===== src/rtl/alu_seq.sv =====
// Button-driven sequential ALU: latches operand A, operand B and an opcode one
// enter strobe at a time, executes (iterative shift-add for MUL), then shows the result.
module alu_seq #(
    parameter int unsigned WIDTH = 8
) (
    input  logic               hz100,
    input  logic               reset,
    input  logic               enter,
    input  logic               clear,
    input  logic [WIDTH-1:0]   din,
    output logic [WIDTH-1:0]   a_q,
    output logic [WIDTH-1:0]   b_q,
    output logic [2:0]         op_q,
    output logic [2*WIDTH-1:0] result,
    output logic               carry,
    output logic               zero,
    output logic               busy,
    output logic               valid,
    output logic [2:0]         phase,
    output logic [15:0]        disp_val,
    output logic [3:0]         disp_en
);

    localparam int unsigned PW = 2 * WIDTH;
    localparam int unsigned CW = (WIDTH > 1) ? $clog2(WIDTH) : 1;

    localparam logic [2:0] OP_ADD  = 3'd0;
    localparam logic [2:0] OP_SUB  = 3'd1;
    localparam logic [2:0] OP_AND  = 3'd2;
    localparam logic [2:0] OP_OR   = 3'd3;
    localparam logic [2:0] OP_XOR  = 3'd4;
    localparam logic [2:0] OP_SHL1 = 3'd5;
    localparam logic [2:0] OP_MUL  = 3'd6;
    localparam logic [2:0] OP_PASS = 3'd7;

    typedef enum logic [2:0] {
        LOAD_A  = 3'd0,
        LOAD_B  = 3'd1,
        LOAD_OP = 3'd2,
        EXEC    = 3'd3,
        DONE    = 3'd4
    } state_t;

    state_t            state_q, state_d;
    logic [WIDTH-1:0]  a_d, b_d;
    logic [2:0]        op_d;
    logic [PW-1:0]     result_q, result_d;
    logic              carry_q, carry_d, zero_q, zero_d;
    logic [PW-1:0]     acc_q, acc_d, mcand_q, mcand_d;
    logic [WIDTH-1:0]  mplier_q, mplier_d;
    logic [CW-1:0]     cnt_q, cnt_d;

    logic [WIDTH:0]    add_w, sub_w;
    logic [WIDTH-1:0]  alu_r;
    logic              alu_c;
    logic [PW-1:0]     acc_next;

    // Single-cycle datapath for every opcode except MUL
    always_comb begin
        add_w = {1'b0, a_q} + {1'b0, b_q};
        sub_w = {1'b0, a_q} - {1'b0, b_q};
        alu_r = '0;
        alu_c = 1'b0;
        case (op_q)
            OP_ADD:  begin alu_r = add_w[WIDTH-1:0]; alu_c = add_w[WIDTH]; end
            OP_SUB:  begin alu_r = sub_w[WIDTH-1:0]; alu_c = sub_w[WIDTH]; end
            OP_AND:  alu_r = a_q & b_q;
            OP_OR:   alu_r = a_q | b_q;
            OP_XOR:  alu_r = a_q ^ b_q;
            OP_SHL1: begin alu_r = a_q << 1; alu_c = a_q[WIDTH-1]; end
            OP_PASS: alu_r = a_q;
            default: alu_r = '0;
        endcase
    end

    assign acc_next = acc_q + (mplier_q[0] ? mcand_q : '0);

    // Next-state and register updates; clear overrides everything else
    always_comb begin
        state_d  = state_q;
        a_d      = a_q;
        b_d      = b_q;
        op_d     = op_q;
        result_d = result_q;
        carry_d  = carry_q;
        zero_d   = zero_q;
        acc_d    = acc_q;
        mcand_d  = mcand_q;
        mplier_d = mplier_q;
        cnt_d    = cnt_q;
        if (clear) begin
            state_d  = LOAD_A;
            a_d      = '0;
            b_d      = '0;
            op_d     = '0;
            result_d = '0;
            carry_d  = 1'b0;
            zero_d   = 1'b0;
        end else begin
            case (state_q)
                LOAD_A: if (enter) begin
                    a_d     = din;
                    state_d = LOAD_B;
                end
                LOAD_B: if (enter) begin
                    b_d     = din;
                    state_d = LOAD_OP;
                end
                LOAD_OP: if (enter) begin
                    op_d     = din[2:0];
                    acc_d    = '0;
                    mcand_d  = PW'(a_q);
                    mplier_d = b_q;
                    cnt_d    = '0;
                    state_d  = EXEC;
                end
                EXEC: begin
                    if (op_q == OP_MUL) begin
                        // Product is only exposed once the last partial sum lands
                        if (cnt_q == CW'(WIDTH - 1)) begin
                            result_d = acc_next;
                            carry_d  = 1'b0;
                            zero_d   = (acc_next == '0);
                            state_d  = DONE;
                        end else begin
                            acc_d    = acc_next;
                            mcand_d  = mcand_q << 1;
                            mplier_d = mplier_q >> 1;
                            cnt_d    = cnt_q + CW'(1);
                        end
                    end else begin
                        result_d = PW'(alu_r);
                        carry_d  = alu_c;
                        zero_d   = (alu_r == '0);
                        state_d  = DONE;
                    end
                end
                DONE: if (enter) state_d = LOAD_A;
                default: state_d = LOAD_A;
            endcase
        end
    end

    always_ff @(posedge hz100 or posedge reset) begin
        if (reset) begin
            state_q  <= LOAD_A;
            a_q      <= '0;
            b_q      <= '0;
            op_q     <= '0;
            result_q <= '0;
            carry_q  <= 1'b0;
            zero_q   <= 1'b0;
            acc_q    <= '0;
            mcand_q  <= '0;
            mplier_q <= '0;
            cnt_q    <= '0;
        end else begin
            state_q  <= state_d;
            a_q      <= a_d;
            b_q      <= b_d;
            op_q     <= op_d;
            result_q <= result_d;
            carry_q  <= carry_d;
            zero_q   <= zero_d;
            acc_q    <= acc_d;
            mcand_q  <= mcand_d;
            mplier_q <= mplier_d;
            cnt_q    <= cnt_d;
        end
    end

    assign result = result_q;
    assign carry  = carry_q;
    assign zero   = zero_q;
    assign busy   = (state_q == EXEC);
    assign valid  = (state_q == DONE);
    assign phase  = state_q;

    // Seven-segment feed follows the current state
    always_comb begin
        disp_val = '0;
        disp_en  = 4'b0000;
        case (state_q)
            LOAD_A:  begin disp_val = 16'(din);            disp_en = 4'b0011; end
            LOAD_B:  begin disp_val = 16'({a_q, din});     disp_en = 4'b1111; end
            LOAD_OP: begin disp_val = 16'(din[2:0]);       disp_en = 4'b0001; end
            DONE:    begin disp_val = 16'(result_q);       disp_en = 4'b1111; end
            default: begin disp_val = '0;                  disp_en = 4'b0000; end
        endcase
    end

endmodule

===== config.mk =====
export PLATFORM = sky130hd
export DESIGN_NAME = alu_seq
export DESIGN_NICKNAME = d
export VERILOG_FILES = /design/src/rtl/alu_seq.sv
export SDC_FILE = /design/constraint.sdc
export NUM_CORES = 1
export LEC_CHECK = 0
export ABC_AREA = 0
export BUFFER_PORTS_ARGS = -buffer_cell sky130_fd_sc_hd__buf_2
export CORE_ASPECT_RATIO = 0.6
export CORE_UTILIZATION = 45
export DETAILED_ROUTE_END_ITERATION = 12
export GPL_TIMING_DRIVEN = 0
export SYNTH_ARGS = -nofsm -noshare
export SYNTH_HDL_FRONTEND = slang
export SYNTH_SLANG_ARGS = --single-unit

===== constraint.sdc =====
create_clock -name hz100 -period 3.75 [get_ports hz100]
set_input_delay 0.375 -clock hz100 [delete_from_list [all_inputs] [get_ports hz100]]
set_output_delay 0.375 -clock hz100 [all_outputs]
set_load 0.1 [all_outputs]

==> impl_metrics.toml <==
[outcome]
status = "complete, no violations"

[grt]
grt.total_usage = 0.315
grt_antenna_before_repair = 0
grt_pass1_vias = 5458
grt_pass1_wl_microns = 32300
grt_max_degree = 66
overflow = 0

[route]
first_iter_violations = 652
drcViolationCount = 0
vias = 5976
avgRoutedWirePerCell_microns = 21.6
vias_per_cell = 6.19
antenna_left = 0
totalWireLength_microns = 20900
drt_first_pass_iters = 6

[critical_path]
reg2reg_depth = 11
crit_required_ps = 3980
cp_max_fo = 10
cp-end-kind = "register"
crit_end = "zero"
crit_path_start = "mplier_q[0]"
path_cells = "clkbuf_1 -> and2_1 -> ha_1 -> o21ai_0 -> o21ai_0 -> o211ai_1 -> o21a_1 -> o311ai_0 -> nor3_1 -> nand4_1 -> a21oi_1"
crit_top_cell = "o21ai_0"
arrival_ps = 3670
rrSetupSlack_ps = 310
crit_type = "reg2reg"
reg2reg_to = "zero"
slowest_stage = "o311ai_0"
cp-start-kind = "register"
timing.rr.start = "mplier_q[0]"
critical_path.max_stage_delay_ps = 960

[logic_synthesis]
synthCells = 705
synthesis.nets = 762
synth_top_area_cell = "dfrtp_1"
synthFlopType = "dfrtp_1"
synth-edff-count = 0
async_reset_ff_frac = 1.00
syn_area_per_cell_sq_um = 8.52
synth_area_sq_um = 6010
ys_seq_area_frac = 0.346
ys_types = 69
yosysWarnings = 0
yosys_register_bits = 83
yosys-top-cells-area = "dfrtp_1, ha_1, a21oi_1"
synth_top_area_share = 0.346

[clocking]
cts_buffers = 9
path_clk_slew_ps = 70
clk_latency_ps = 350
cts_root_buf = "clkbuf_16"
htree_num_levels = 3
cts_resized = 0
clkSinkCount = 83
clock_path_buffers = 2
cts_tree = "yes"

[sta]
max_freq_mhz = 291
period_needed_ps = 3440
finClkSkew_ps = 10.0
maxSlewHeadroom = 0.231
setup_violations = 0
setup_slack_ps = 309
finalSetupTns_ps = 0
worst_pin_slew_ps = 1140
hold_viol = 0
fin_crit_sh = 0.918
drv_slew = 0
grt_setup_unrepaired = "false"

[placement]
dp_cells = 949
gp_congestion = 0.931
dp_worst_setup_slack_ps = 328
dpl.hpwl_microns = 16600
port-buffer-count = 73

[die]
pin_count = 74
dieArea_sq_um = 13800
rows = 32
core-area_sq_um = 12900
initial_core_util = 0.464
die_y_microns = 91.5
die_x_microns = 151

[power_and_ir_drop]
comb_power_share = 0.236
total_power_uw = 2410
p_int_uw = 1540
switching_share = 0.362
power.switching_uw = 872
clockPowerShare = 0.364
power_density_nw_per_um2 = 349
peakVddDrop_mv = 0.231
cellLeakagePower_uw = 0.00335
seqPwrFrac = 0.400

[final_layout]
final_nets = 848
layout_common_cells = "buf_2, dfrtp_1, nor2_1"
drive_gt1_frac = 0.160
antenna_cells = 0
fillers = 1256
final_common_cell = "buf_2"
syn_to_final_growth_pct = 15.2
instances_no_fill = 966

[job]
cap_violations = 0

[min_path]
min_path_cells = 3
hold_path_startpoint = "din[0]"
hold_path_class = "in2reg"
## stage by stage
step / util / hold WS, ps / instance area (sq um)
floorplan: - / 449 / 6010
global placement: 0.509 / 462 / 6580
finish: 0.535 / 303 / 6920
CTS: 0.535 / 299 / 6920
detailed placement: 0.511 / 343 / 6610
global route: 0.535 / 304 / 6920
## critical path: cells and delay by family, from the launching register on
kind	cells	cell delay [ps]
adder cells (fa/ha/maj)	1	330
flip-flops	1	520
buffers and inverters	1	340
AO/OA/AOI/OAI	6	1660
AND/OR/NAND/NOR	3	480
## Yosys cell counts (3+ instances only)
cell type  number
buf_1           3
ha_1           42
a21o_1          8
o21ba_2         3
a22o_1         32
nor2b_1        13
and3_1          8
fa_1            3
nand2_1        65
a211oi_1        8
nor4b_1         3
nor3_1         15
inv_1          33
mux2_2          3
xor2_1          6
a31oi_1         7
o21ai_0        43
mux2i_1        15
o211ai_1        7
a21oi_1        63
or3_1           8
dfrtp_1        83
o21bai_1        7
o31ai_1         3
xnor2_1         8
a22oi_1        14
and2_1         18
nand2b_1        6
clkbuf_1       22
nand3_1        10
buf_2          19
a211oi_2        3
nor2_1         73
a221oi_1        3
## power groups by stage
stage,registers [uW],clock network [uW],logic (uW)
2_1_floorplan,1060,0,342
3_3_place_gp,979,0,549
3_5_place_dp,980,0,560
4_1_cts,963,888,562
5_1_grt,969,933,609
6_report,965,877,569
## per-layer routing
| metal | global-route usage | up-vias | share of wire |
|---|---|---|---|
| met5 | 0 | - | 0 |
| met2 | 0.399 | 330 | 0.37 |
| met4 | 0.0558 | 0 | 0.0096 |
| met1 | 0.519 | 2920 | 0.50 |
| met3 | 0.0794 | 20 | 0.11 |
| li1 | - | 2706 | - |
## state kept, by name, indices dropped and copies added, names as in the netlist
signal and cells:
mcand_q 16, a_q 8, result 16, carry 1, b_q 8, cnt_q 3
phase 3, op_q 3, zero 1, mplier_q 8, acc_q 16
## worst min path at each step
stage / slack [ps] / endpoint
final: 300 / a_q[0]
after global placement: 460 / mplier_q[2]
after CTS: 300 / a_q[0]
after floorplan: 450 / mplier_q[7]
after detailed placement: 340 / cnt_q[2]
after global routing: 300 / a_q[0]
## final cells by class
| cell class | count | area (sq um) | share of cell area |
|---|---|---|---|
| Timing Repair Buffer | 75 | 403 | 0.0582 |
| Sequential cell | 83 | 2080 | 0.300 |
| Clock buffer | 9 | 225 | 0.0326 |
| Multi-Input combinational cell | 544 | 3610 | 0.522 |
| Clock inverter | 7 | 67.6 | 0.00977 |
| Inverter | 33 | 126 | 0.0183 |
| Buffer | 45 | 196 | 0.0284 |
| Tap cell | 170 | 213 | 0.0308 |
## what timing repair did
| item | CTS | global route |
|---|---|---|
| hold buffers | 1 | 0 |
| buffers inserted | 0 | 0 |
| endpoints found under the hold margin | 18 | 0 |
## kinds of logic after synthesis
family | count (synthesis) | share of synthesized area
simple gates | 238 | 0.191
compound gates | 229 | 0.261
flops | 83 | 0.346
buf+inv | 78 | 0.0533
fa+ha+maj | 45 | 0.0975
mux | 18 | 0.0306
xor+xnor | 14 | 0.0204
Power figures use the tool's default switching activity.
